<file path="src/rtl/neuron_pkg.sv">
// Shared types and defaults for the time-multiplexed neuron scheduler.
// Membrane/stimulus width, refractory counter width, FSM states.
package neuron_pkg;

  localparam int DW            = 8;
  localparam int RW            = 4;
  localparam int THRESH_INIT_D = 32;
  localparam int LEAK_SHIFT_D  = 2;
  localparam int REFRACT_D     = 2;

  typedef enum logic [1:0] {
    S_IDLE,
    S_FETCH,
    S_COMPUTE,
    S_WRITE
  } state_t;

endpackage

</file>
<file path="src/rtl/neuron_scheduler_if.sv">
// Control, stimulus/threshold write and spike report bundle.
// master drives requests and writes; slave is the scheduler.
interface neuron_scheduler_if #(
  parameter int N_NEURONS = 4,
  parameter int IDX_W     = $clog2(N_NEURONS)
);

  logic                 tick;
  logic                 stim_we;
  logic [IDX_W-1:0]     stim_idx;
  logic [7:0]           stim_data;
  logic                 thr_we;
  logic [7:0]           thr_data;
  logic                 busy;
  logic                 spike_valid;
  logic [IDX_W-1:0]     spike_idx;
  logic [N_NEURONS-1:0] spike_vec;
  logic                 overrun;

  modport master (
    output tick,
    output stim_we,
    output stim_idx,
    output stim_data,
    output thr_we,
    output thr_data,
    input  busy,
    input  spike_valid,
    input  spike_idx,
    input  spike_vec,
    input  overrun
  );

  modport slave (
    input  tick,
    input  stim_we,
    input  stim_idx,
    input  stim_data,
    input  thr_we,
    input  thr_data,
    output busy,
    output spike_valid,
    output spike_idx,
    output spike_vec,
    output overrun
  );

endinterface

</file>
<file path="src/rtl/neuron_update.sv">
// Combinational leaky integrate-and-fire step for one neuron.
// Saturates at 255; refractory neurons are clamped to zero.
module neuron_update
  import neuron_pkg::*;
#(
  parameter int LEAK_SHIFT = LEAK_SHIFT_D,
  parameter int REFRACT    = REFRACT_D
) (
  input  logic [DW-1:0] i_v,
  input  logic [DW-1:0] i_stim,
  input  logic [RW-1:0] i_refr,
  input  logic [DW-1:0] i_thr,
  output logic [DW-1:0] o_v_next,
  output logic [RW-1:0] o_refr_next,
  output logic          o_spike
);

  logic [9:0]    w_sum;
  logic [DW-1:0] w_leak;
  logic [DW-1:0] w_vsat;

  assign w_leak = i_v >> LEAK_SHIFT;
  assign w_sum  = {2'b00, i_v} + {2'b00, i_stim}
                - {2'b00, w_leak};
  assign w_vsat = (w_sum > 10'd255) ? 8'hFF : w_sum[7:0];

  always_comb begin
    o_v_next    = '0;
    o_refr_next = '0;
    o_spike     = 1'b0;
    unique case (1'b1)
      (i_refr != '0): begin
        o_refr_next = i_refr - RW'(1);
      end
      (i_refr == '0): begin
        if (w_vsat >= i_thr) begin
          o_spike     = 1'b1;
          o_refr_next = RW'(REFRACT);
        end else begin
          o_v_next = w_vsat;
        end
      end
      default: ;
    endcase
  end

endmodule

</file>
<file path="src/rtl/neuron_scheduler.sv">
// Sweeps N virtual neurons through one shared update datapath.
// Each neuron: FETCH, COMPUTE, WRITE; ticks queue once, then overrun.
module neuron_scheduler
  import neuron_pkg::*;
#(
  parameter int N_NEURONS   = 4,
  parameter int IDX_W       = $clog2(N_NEURONS),
  parameter int LEAK_SHIFT  = LEAK_SHIFT_D,
  parameter int THRESH_INIT = THRESH_INIT_D,
  parameter int REFRACT     = REFRACT_D
) (
  input logic                clk,
  input logic                rst_n,
  neuron_scheduler_if.slave  bus
);

  state_t               r_state;
  logic [IDX_W-1:0]     r_idx;
  logic [DW-1:0]        r_v    [N_NEURONS];
  logic [DW-1:0]        r_stim [N_NEURONS];
  logic [RW-1:0]        r_refr [N_NEURONS];
  logic [DW-1:0]        r_thr;
  logic [DW-1:0]        r_fv;
  logic [DW-1:0]        r_fs;
  logic [RW-1:0]        r_fr;
  logic [DW-1:0]        r_cv;
  logic [RW-1:0]        r_cr;
  logic                 r_pending;
  logic                 r_busy;
  logic                 r_spike_valid;
  logic [IDX_W-1:0]     r_spike_idx;
  logic [N_NEURONS-1:0] r_spike_vec;
  logic                 r_overrun;

  logic [DW-1:0] w_v_next;
  logic [RW-1:0] w_refr_next;
  logic          w_spike;
  logic          w_last;

  neuron_update #(
    .LEAK_SHIFT (LEAK_SHIFT),
    .REFRACT    (REFRACT)
  ) u_update (
    .i_v         (r_fv),
    .i_stim      (r_fs),
    .i_refr      (r_fr),
    .i_thr       (r_thr),
    .o_v_next    (w_v_next),
    .o_refr_next (w_refr_next),
    .o_spike     (w_spike)
  );

  assign w_last = (r_idx == IDX_W'(N_NEURONS - 1));

  always_ff @(posedge clk or negedge rst_n) begin
    if (!rst_n) begin
      r_state       <= S_IDLE;
      r_idx         <= '0;
      r_thr         <= DW'(THRESH_INIT);
      r_fv          <= '0;
      r_fs          <= '0;
      r_fr          <= '0;
      r_cv          <= '0;
      r_cr          <= '0;
      r_pending     <= 1'b0;
      r_busy        <= 1'b0;
      r_spike_valid <= 1'b0;
      r_spike_idx   <= '0;
      r_spike_vec   <= '0;
      r_overrun     <= 1'b0;
      for (int i = 0; i < N_NEURONS; i++) begin
        r_v[i]    <= '0;
        r_stim[i] <= '0;
        r_refr[i] <= '0;
      end
    end else begin
      if (bus.stim_we) r_stim[bus.stim_idx] <= bus.stim_data;
      if (bus.thr_we)  r_thr <= bus.thr_data;

      // A tick landing while a sweep is queued is dropped
      if (r_state == S_IDLE) begin
        r_pending <= r_pending & bus.tick;
      end else if (bus.tick) begin
        if (r_pending) r_overrun <= 1'b1;
        else           r_pending <= 1'b1;
      end

      unique case (r_state)
        S_IDLE: begin
          if (bus.tick || r_pending) begin
            r_state <= S_FETCH;
            r_idx   <= '0;
            r_busy  <= 1'b1;
          end
        end
        S_FETCH: begin
          r_fv    <= r_v[r_idx];
          r_fs    <= r_stim[r_idx];
          r_fr    <= r_refr[r_idx];
          r_state <= S_COMPUTE;
        end
        S_COMPUTE: begin
          r_cv          <= w_v_next;
          r_cr          <= w_refr_next;
          r_spike_valid <= w_spike;
          if (w_spike) r_spike_idx <= r_idx;
          r_state <= S_WRITE;
        end
        S_WRITE: begin
          r_spike_valid      <= 1'b0;
          r_v[r_idx]         <= r_cv;
          r_refr[r_idx]      <= r_cr;
          r_spike_vec[r_idx] <= r_spike_valid;
          if (w_last) begin
            r_state <= S_IDLE;
            r_busy  <= 1'b0;
          end else begin
            r_idx   <= r_idx + IDX_W'(1);
            r_state <= S_FETCH;
          end
        end
        default: r_state <= S_IDLE;
      endcase
    end
  end

  assign bus.busy        = r_busy;
  assign bus.spike_valid = r_spike_valid;
  assign bus.spike_idx   = r_spike_idx;
  assign bus.spike_vec   = r_spike_vec;
  assign bus.overrun     = r_overrun;

endmodule
</file>
<file path="src/flat_wrapper.sv">
// flat-port wrapper written by rule: the top's interface ports become plain ports
module neuron_scheduler_flat import neuron_pkg::*;
#(
  parameter int N_NEURONS   = 4,
  parameter int IDX_W       = $clog2(N_NEURONS),
  parameter int LEAK_SHIFT  = LEAK_SHIFT_D,
  parameter int THRESH_INIT = THRESH_INIT_D,
  parameter int REFRACT     = REFRACT_D
)
  (clk, rst_n, bus_tick, bus_stim_we, bus_stim_idx, bus_stim_data, bus_thr_we, bus_thr_data, bus_busy, bus_spike_valid, bus_spike_idx, bus_spike_vec, bus_overrun);
  neuron_scheduler_if #(.N_NEURONS(N_NEURONS), .IDX_W(IDX_W)) bus_i ();
  input logic clk;
  input logic rst_n;
  input wire logic [$bits(bus_i.tick)-1:0] bus_tick;
  input wire logic [$bits(bus_i.stim_we)-1:0] bus_stim_we;
  input wire logic [$bits(bus_i.stim_idx)-1:0] bus_stim_idx;
  input wire logic [$bits(bus_i.stim_data)-1:0] bus_stim_data;
  input wire logic [$bits(bus_i.thr_we)-1:0] bus_thr_we;
  input wire logic [$bits(bus_i.thr_data)-1:0] bus_thr_data;
  output wire logic [$bits(bus_i.busy)-1:0] bus_busy;
  output wire logic [$bits(bus_i.spike_valid)-1:0] bus_spike_valid;
  output wire logic [$bits(bus_i.spike_idx)-1:0] bus_spike_idx;
  output wire logic [$bits(bus_i.spike_vec)-1:0] bus_spike_vec;
  output wire logic [$bits(bus_i.overrun)-1:0] bus_overrun;
  assign bus_i.tick = bus_tick;
  assign bus_i.stim_we = bus_stim_we;
  assign bus_i.stim_idx = bus_stim_idx;
  assign bus_i.stim_data = bus_stim_data;
  assign bus_i.thr_we = bus_thr_we;
  assign bus_i.thr_data = bus_thr_data;
  assign bus_busy = bus_i.busy;
  assign bus_spike_valid = bus_i.spike_valid;
  assign bus_spike_idx = bus_i.spike_idx;
  assign bus_spike_vec = bus_i.spike_vec;
  assign bus_overrun = bus_i.overrun;
  neuron_scheduler #(.N_NEURONS(N_NEURONS), .IDX_W(IDX_W), .LEAK_SHIFT(LEAK_SHIFT), .THRESH_INIT(THRESH_INIT), .REFRACT(REFRACT)) u_core (.clk(clk), .rst_n(rst_n), .bus(bus_i));
endmodule
</file>
<file path="config.mk">
export PLATFORM = sky130hd
export DESIGN_NAME = neuron_scheduler_flat
export DESIGN_NICKNAME = d
export VERILOG_FILES = /design/src/rtl/neuron_pkg.sv /design/src/rtl/neuron_scheduler_if.sv /design/src/rtl/neuron_update.sv /design/src/rtl/neuron_scheduler.sv /design/src/flat_wrapper.sv
export SDC_FILE = /design/constraint.sdc
export NUM_CORES = 1
export LEC_CHECK = 0
export BUFFER_PORTS_ARGS = -buffer_cell sky130_fd_sc_hd__buf_2
export CORE_ASPECT_RATIO = 0.8
export CORE_UTILIZATION = 60
export CTS_BUF_LIST = sky130_fd_sc_hd__clkbuf_16
export CTS_CLUSTER_SIZE = 8
export DETAILED_ROUTE_END_ITERATION = 10
export PLACE_DENSITY = 0.78
export SLEW_MARGIN = 5
export SYNTH_ARGS = -nofsm -noshare
export SYNTH_HDL_FRONTEND = slang
export SYNTH_HIERARCHICAL = 1
export SYNTH_SLANG_ARGS = --single-unit
</file>
<file path="constraint.sdc">
create_clock -name clk -period 5.43 [get_ports clk]
set_input_delay 1.086 -clock clk [delete_from_list [all_inputs] [get_ports clk]]
set_output_delay 1.086 -clock clk [all_outputs]
set_load 0.005 [all_outputs]
</file>
# Word-level counts from Yosys, hierarchy flattened
# Cells that the tools add are included.
dict set report classes {
  add_sub_neg 4
  n_mul 0
  n_div 0
  n_lt_le_gt_ge 8
  eq_ne 7
  shifts 0
  n_mux 40
  n_bitwise 4
  n_reduce_logical 14
}
# cell count
set ops {}
lappend ops {{8-bit two-way mux} 9}
lappend ops {{32-bit bitwise mux} 2}
lappend ops {{8-bit binary-select mux with 2-bit select} 2}
lappend ops {{8-bit demux with 2-bit select} 2}
lappend ops {{16-bit bitwise mux} 1}
lappend ops {{4-bit two-way mux} 3}
lappend ops {{10-bit by 8-bit > comparator with 1-bit output, second input constant} 1}
lappend ops {{9-bit by 6-bit subtractor with 10-bit output} 1}
lappend ops {{8-bit by 8-bit adder with 9-bit output} 1}
lappend ops {{3-bit AND reduction} 3}
lappend ops {{4-bit binary-select mux with 2-bit select} 1}
lappend ops {{4-bit demux with 2-bit select} 1}
lappend ops {{8-bit greater-or-equal comparator} 1}
lappend ops {{1-bit two-way mux} 8}
lappend ops {{2-bit two-way mux} 4}
lappend ops {{2-bit one-hot mux with 4 select lines} 1}
lappend ops {{4-bit one-hot mux with 2 select lines} 1}
lappend ops {{2-bit equality test, second input constant} 3}
lappend ops {{3-bit greater-or-equal comparator, second input constant} 2}
lappend ops {{3-bit by 1-bit less-than comparator with 1-bit output, second input constant} 2}
lappend ops {{2-bit inverter with 3-bit output} 2}
lappend ops {{2-bit nonzero test} 3}
lappend ops {{4-bit bitwise mux} 1}
lappend ops {{4-bit logical NOT} 1}
lappend ops {{17 further kinds} 21}
dict set report word_totals {
  register_bits 134
  latchBits 0
  ram_bits 0
  romBits 0
  in_bits 23
  out_inout_bits 9
  memories 0
}

# Longest topological paths before layout
dict set report logic_depth {
  depth_word 8
  depth_mapped 20
  ltp_nobuf 19
}

# Hierarchy
# Netlist, hierarchy kept.
# module instances cells_per_inst area_each_um2 seq_area_each_um2
set modules_own_cells {}
lappend modules_own_cells {neuron_scheduler 1 411 5790.6 3354.5}
lappend modules_own_cells {neuron_update 1 137 991.0 0.0}

# Least setup slack after synthesis
# OpenSTA, ideal clock, no wires.
dict set report synth_path {
  path_kind {reg2reg}
  startpoint {register u_core.r_fv[3]}
  endpoint {register u_core.r_cr[1]}
  setup_ps 125
  arrival_ps 3952
  required_time_ps 5305
  path_slack_ps 1353
  path_stages_with_launch 16
  path_cell_list {dfrtp_1 -> inv_1 -> fa_1 -> fa_1 -> a21o_1 -> a221oi_2 -> nor3_1 -> a2111o_1 -> buf_6 -> or2_1 -> ha_1 -> a21o_1 -> a211o_1 -> a21oi_2 -> a21oi_1 -> mux2_2}
}
dict set report synth_between {
  elab_chain_len 7
}
# item line
set synth_lines {}
lappend synth_lines {{from (decl)} neuron_scheduler.sv:23} ;# logic [DW-1:0] r_fv;
lappend synth_lines {{from (signal assigned)} neuron_scheduler.sv:97} ;# r_fv <= r_v[r_idx];
lappend synth_lines {{8-bit by 8-bit adder with 9-bit output} neuron_update.sv:23} ;# assign w_sum = {2'b00, i_v} + {2'b00, i_stim}
lappend synth_lines {{9-bit by 6-bit subtractor with 10-bit output (*)} neuron_update.sv:24} ;# - {2'b00, w_leak};
lappend synth_lines {{10-bit by 8-bit > comparator with 1-bit output} neuron_update.sv:25} ;# assign w_vsat = (w_sum > 10'd255) ? 8'hFF : w_sum[7:0];
lappend synth_lines {{8-bit two-way mux (*)} neuron_update.sv:25}
lappend synth_lines {{8-bit greater-or-equal comparator (*)} neuron_update.sv:36} ;# if (w_vsat >= i_thr) begin
lappend synth_lines {{2-bit two-way mux (*)} neuron_update.sv:36}
lappend synth_lines {{4-bit one-hot mux with 2 select lines (*)} neuron_update.sv:31} ;# unique case (1'b1)
lappend synth_lines {{net u_core.w_refr_next[1]} neuron_scheduler.sv:36} ;# logic [RW-1:0] w_refr_next;
lappend synth_lines {{to (signal assigned)} neuron_scheduler.sv:104} ;# r_cr <= w_refr_next;
lappend synth_lines {{to (decl)} neuron_scheduler.sv:27} ;# logic [RW-1:0] r_cr;
# The timed path passes the listed nets; every way through them passes the cells marked *.
# A chain may end at the register's enable or synchronous reset.

# Final worst setup path
# Ends and elaborated chain as after synthesis.

==> impl_metrics.env <==
export IMPL_hold_ws_ns=0.486
export IMPL_hp_start="u_core/bus.spike_idx[1]"
export IMPL_cts_sinks=134
export IMPL_start_util_pct=62.0
export IMPL_yosysWarnings=6
export IMPL_fin_ws_ns=0.919
export IMPL_synth_mux_area_share_pct=23.7
export IMPL_holdPathStages=2
export IMPL_power_total_mw=5.17
export IMPL_core_area_um2=10900
export IMPL_grt_max_degree=50
export IMPL_num_antenna_cells=0
export IMPL_numCtsBuffers=17
export IMPL_slew_headroom_pct=27.4
export IMPL_htreeDepth=4
export IMPL_synthCells=548
export IMPL_hold_end="u_core/bus.spike_idx[1]"
export IMPL_cp_cell_sequence="inv_1 -> fa_1 -> fa_1 -> a21o_1 -> a221oi_2 -> nor3_1 -> a2111o_1 -> nor2_1 -> ha_1 -> nand2b_1 -> a21o_1 -> a211o_1 -> a21oi_2 -> a21oi_1 -> mux2_2"
export IMPL_syn_nets=607
export IMPL_min_period_ns=4.51
export IMPL_hold_viol=0
export IMPL_yosys_area_share_adder_pct=7.31
export IMPL_row_count=34
export IMPL_first_global_vias=4307
export IMPL_ioPinCount=32
export IMPL_tritoncts="done"
export IMPL_peakVddDrop_v=0.000321
export IMPL_async_reset_ff_share_pct=100
export IMPL_seq_power_share_pct=30.3
export IMPL_status="finished, final reports clean"
export IMPL_internal_power_mw=3.27
export IMPL_critPathMaxStageDelay_ns=0.48
export IMPL_r2r_setup_slack_ns=0.92
export IMPL_wirelength_um=13700
export IMPL_rsz0062_at_grt="no"
export IMPL_switchingPower_mw=1.90
export IMPL_ant_nets=0
export IMPL_holdBufCountCts=0
export IMPL_drive_above_1_share_pct=33.3
export IMPL_swShare_pct=36.8
export IMPL_ys_ff_latch=134
export IMPL_wl_per_cell_um=18.5
export IMPL_seq_area_frac_synth_pct=49.5
export IMPL_endpoint_kind="flop"
export IMPL_worstRegToRegCells=15
export IMPL_dieArea_um2=11700
export IMPL_grt_usage_pct=25.1
export IMPL_synth_compound_area_share_pct=7.58
export IMPL_place_congestion=0.818
export IMPL_mostFrequentLayoutCell="dfrtp_1"
export IMPL_drt_pass1_iter_count=5
export IMPL_yosys_most_used_dff="dfrtp_1"
export IMPL_path_max_fanout=16
export IMPL_avgSynthCellArea_um2=12.4
export IMPL_vias_per_cell=5.72
export IMPL_cp_data_required_time_ns=5.73
export IMPL_fin_nets=640
export IMPL_period_share_pct=83.1
export IMPL_pwr_share_comb_pct=44.9
export IMPL_pre_cts_ws_ns=1.04
export IMPL_num_vias=4221
export IMPL_synth_cell_types=46
export IMPL_clockBufferDepth=2
export IMPL_critPathLaunchType="flop"
export IMPL_design_area_um2=7670
export IMPL_cts_clk_slew_worst_paths_ns=0.06
export IMPL_final_cell_mix="dfrtp_1, mux2_2, inv_1, buf_2, ha_1"
export IMPL_netlist_area_um2=6780
export IMPL_grt_overflow=0
export IMPL_postCtsResizedCells=0
export IMPL_nFillCells=777
export IMPL_clock_fmax_mhz=222
export IMPL_cp_arrival_ns=4.81
export IMPL_slowest_stage="fa_1"
export IMPL_clock_latency_ns=0.42
export IMPL_synth_top_family_by_area="multiplexers"
export IMPL_finalSetupViolations=0
export IMPL_drt_iter0_markers=231
export IMPL_post_cts_buffers=0
export IMPL_finalSetupTns_ns=0
export IMPL_area_delta_synth_final_pct=13.0
export IMPL_drv_cap=0
export IMPL_r2r_end="u_core/r_cr[1]"
export IMPL_die_h_um=97.1
export IMPL_tightest_slew_ns=1.08
export IMPL_powerDensity_nw_per_um2=675
export IMPL_skew_ns=0.00818
export IMPL_grt_first_pass_wirelength_um=22200
export IMPL_antenna_found_initial=0
export IMPL_crit_type="flop to flop"
export IMPL_synth_edf_count=0
export IMPL_synthXorXnorAreaFrac_pct=0.775
export IMPL_rr_startpoint="u_core/r_fv[3]"
export IMPL_place_area_um2=7010
export IMPL_drc=0
export IMPL_die_x_um=121
export IMPL_worstHoldPathType="flop to flop"
export IMPL_p_leak_nw=3.64
export IMPL_cts_root_buf="clkbuf_16"
export IMPL_clkPwrFrac_pct=24.9
export IMPL_slew_violations=0
export IMPL_io_buffers=31
export IMPL_dp_hpwl_um=9060
export IMPL_synth_simple_area_share_pct=6.85
==> final cells by class <==
| class | count | area [µm²] | share of cell area [%] |
|---|---|---|---|
| Clock inverter | 15 | 234 | 3.05 |
| Multi-Input combinational cell | 353 | 3140 | 40.9 |
| Timing Repair Buffer | 34 | 180 | 2.35 |
| Sequential cell | 134 | 3360 | 43.8 |
| Tap cell | 144 | 180 | 2.35 |
| Clock buffer | 17 | 425 | 5.55 |
| Inverter | 41 | 154 | 2.01 |
==> power by group through the flow <==
| stage | combinational [mW] | clock (mW) | sequential, mW |
|---|---|---|---|
| floorplan | 1.88 | 0 | 1.47 |
| global placement | 2.17 | 0 | 1.55 |
| detailed placement | 2.28 | 0 | 1.58 |
| CTS | 2.31 | 1.30 | 1.56 |
| global route | 2.55 | 1.35 | 1.61 |
| finish | 2.32 | 1.29 | 1.57 |
==> kinds of logic (layout without fill, tap and decap cells) <==
logic type	after synthesis	count (layout)
xor+xnor	6	6
compound gates	85	85
flops	134	134
mux	145	145
simple gates	81	81
fa+ha+maj	36	36
buf+inv	61	107
==> metrics by stage <==
| step | std cells | util [%] |
|---|---|---|
| 4_1_cts | 738 | 70.1 |
| 5_1_grt | 738 | 70.1 |
| 6_report | 738 | 70.1 |
| 2_1_floorplan | 548 | - |
| 3_5_place_dp | 706 | 64.1 |
| 3_3_place_gp | 706 | 64.1 |
==> metal layers <==
metal	up-vias	global-route usage (%)	routed length, µm
met2	76	38.7	6490
met3	9	4.34	585
met4	0	8.83	104
met1	2152	36.0	6500
met5	-	0	0
li1	1984	-	-
==> flip-flops by register name (all words and copies together) (netlist names) <==
signal / cells
u_core/r_stim: 32
u_core/bus.spike_vec: 4
u_core/r_v: 32
u_core/r_thr: 8
u_core/r_cv: 8
u_core/r_pending: 1
u_core/r_idx: 2
u_core/bus.spike_valid: 1
u_core/bus.overrun: 1
u_core/r_refr: 16
u_core/bus.spike_idx: 2
u_core/r_cr: 4
u_core/bus.busy: 1
u_core/r_fr: 4
u_core/r_state: 2
u_core/r_fs: 8
u_core/r_fv: 8
==> Yosys cell counts (2+ instances only) <==
library cell	number	area share, %
mux2i_1	20	3.0
nand3_1	7	0.52
nand2_1	14	0.77
buf_4	4	0.44
nand2b_1	4	0.37
or2_1	7	0.65
nor2_1	13	0.72
xnor2_1	5	0.65
inv_1	41	2.3
nor3_1	2	0.15
fa_1	6	1.8
a21oi_1	29	2.1
o21ai_0	26	1.9
ha_1	30	5.5
clkbuf_1	7	0.39
a21o_1	7	0.77
buf_2	2	0.15
mux2_2	125	21
dfrtp_1	133	49
nand3b_2	2	0.33
and2_1	2	0.18
o21a_1	10	1.1
buf_6	6	1.0
o311ai_0	2	0.26
nor2b_1	22	2.0
o21ai_1	2	0.15
==> worst max-delay path: cells and delay by family, from the launching register on <==
kind                       cells  cell delay, ns
AOI/OAI and AO/OA              7            1.98
muxes                          1            0.28
adders and majority gates      3            1.19
DFF                            1            0.37
and+or+nand+nor                3            0.44
buffers and inverters          1            0.12
==> worst max path at each step <==
stage / cells past startpoint / slack, ns / startpoint / to
finish: 15 / 0.92 / u_core/r_fv[3] / u_core/r_cr[1]
global route: 15 / 0.65 / u_core/r_fv[3] / u_core/r_cr[1]
CTS: 14 / 0.98 / u_core/r_fv[3] / u_core/r_cr[1]
detailed placement: 15 / 1.04 / u_core/r_fv[3] / u_core/r_cr[1]
global placement: 14 / 1.20 / u_core/r_fv[3] / u_core/r_cr[1]
floorplan: 15 / 1.35 / u_core/r_fv[3] / u_core/r_cr[1]
Note: power is estimated with default switching activity, not from simulation.
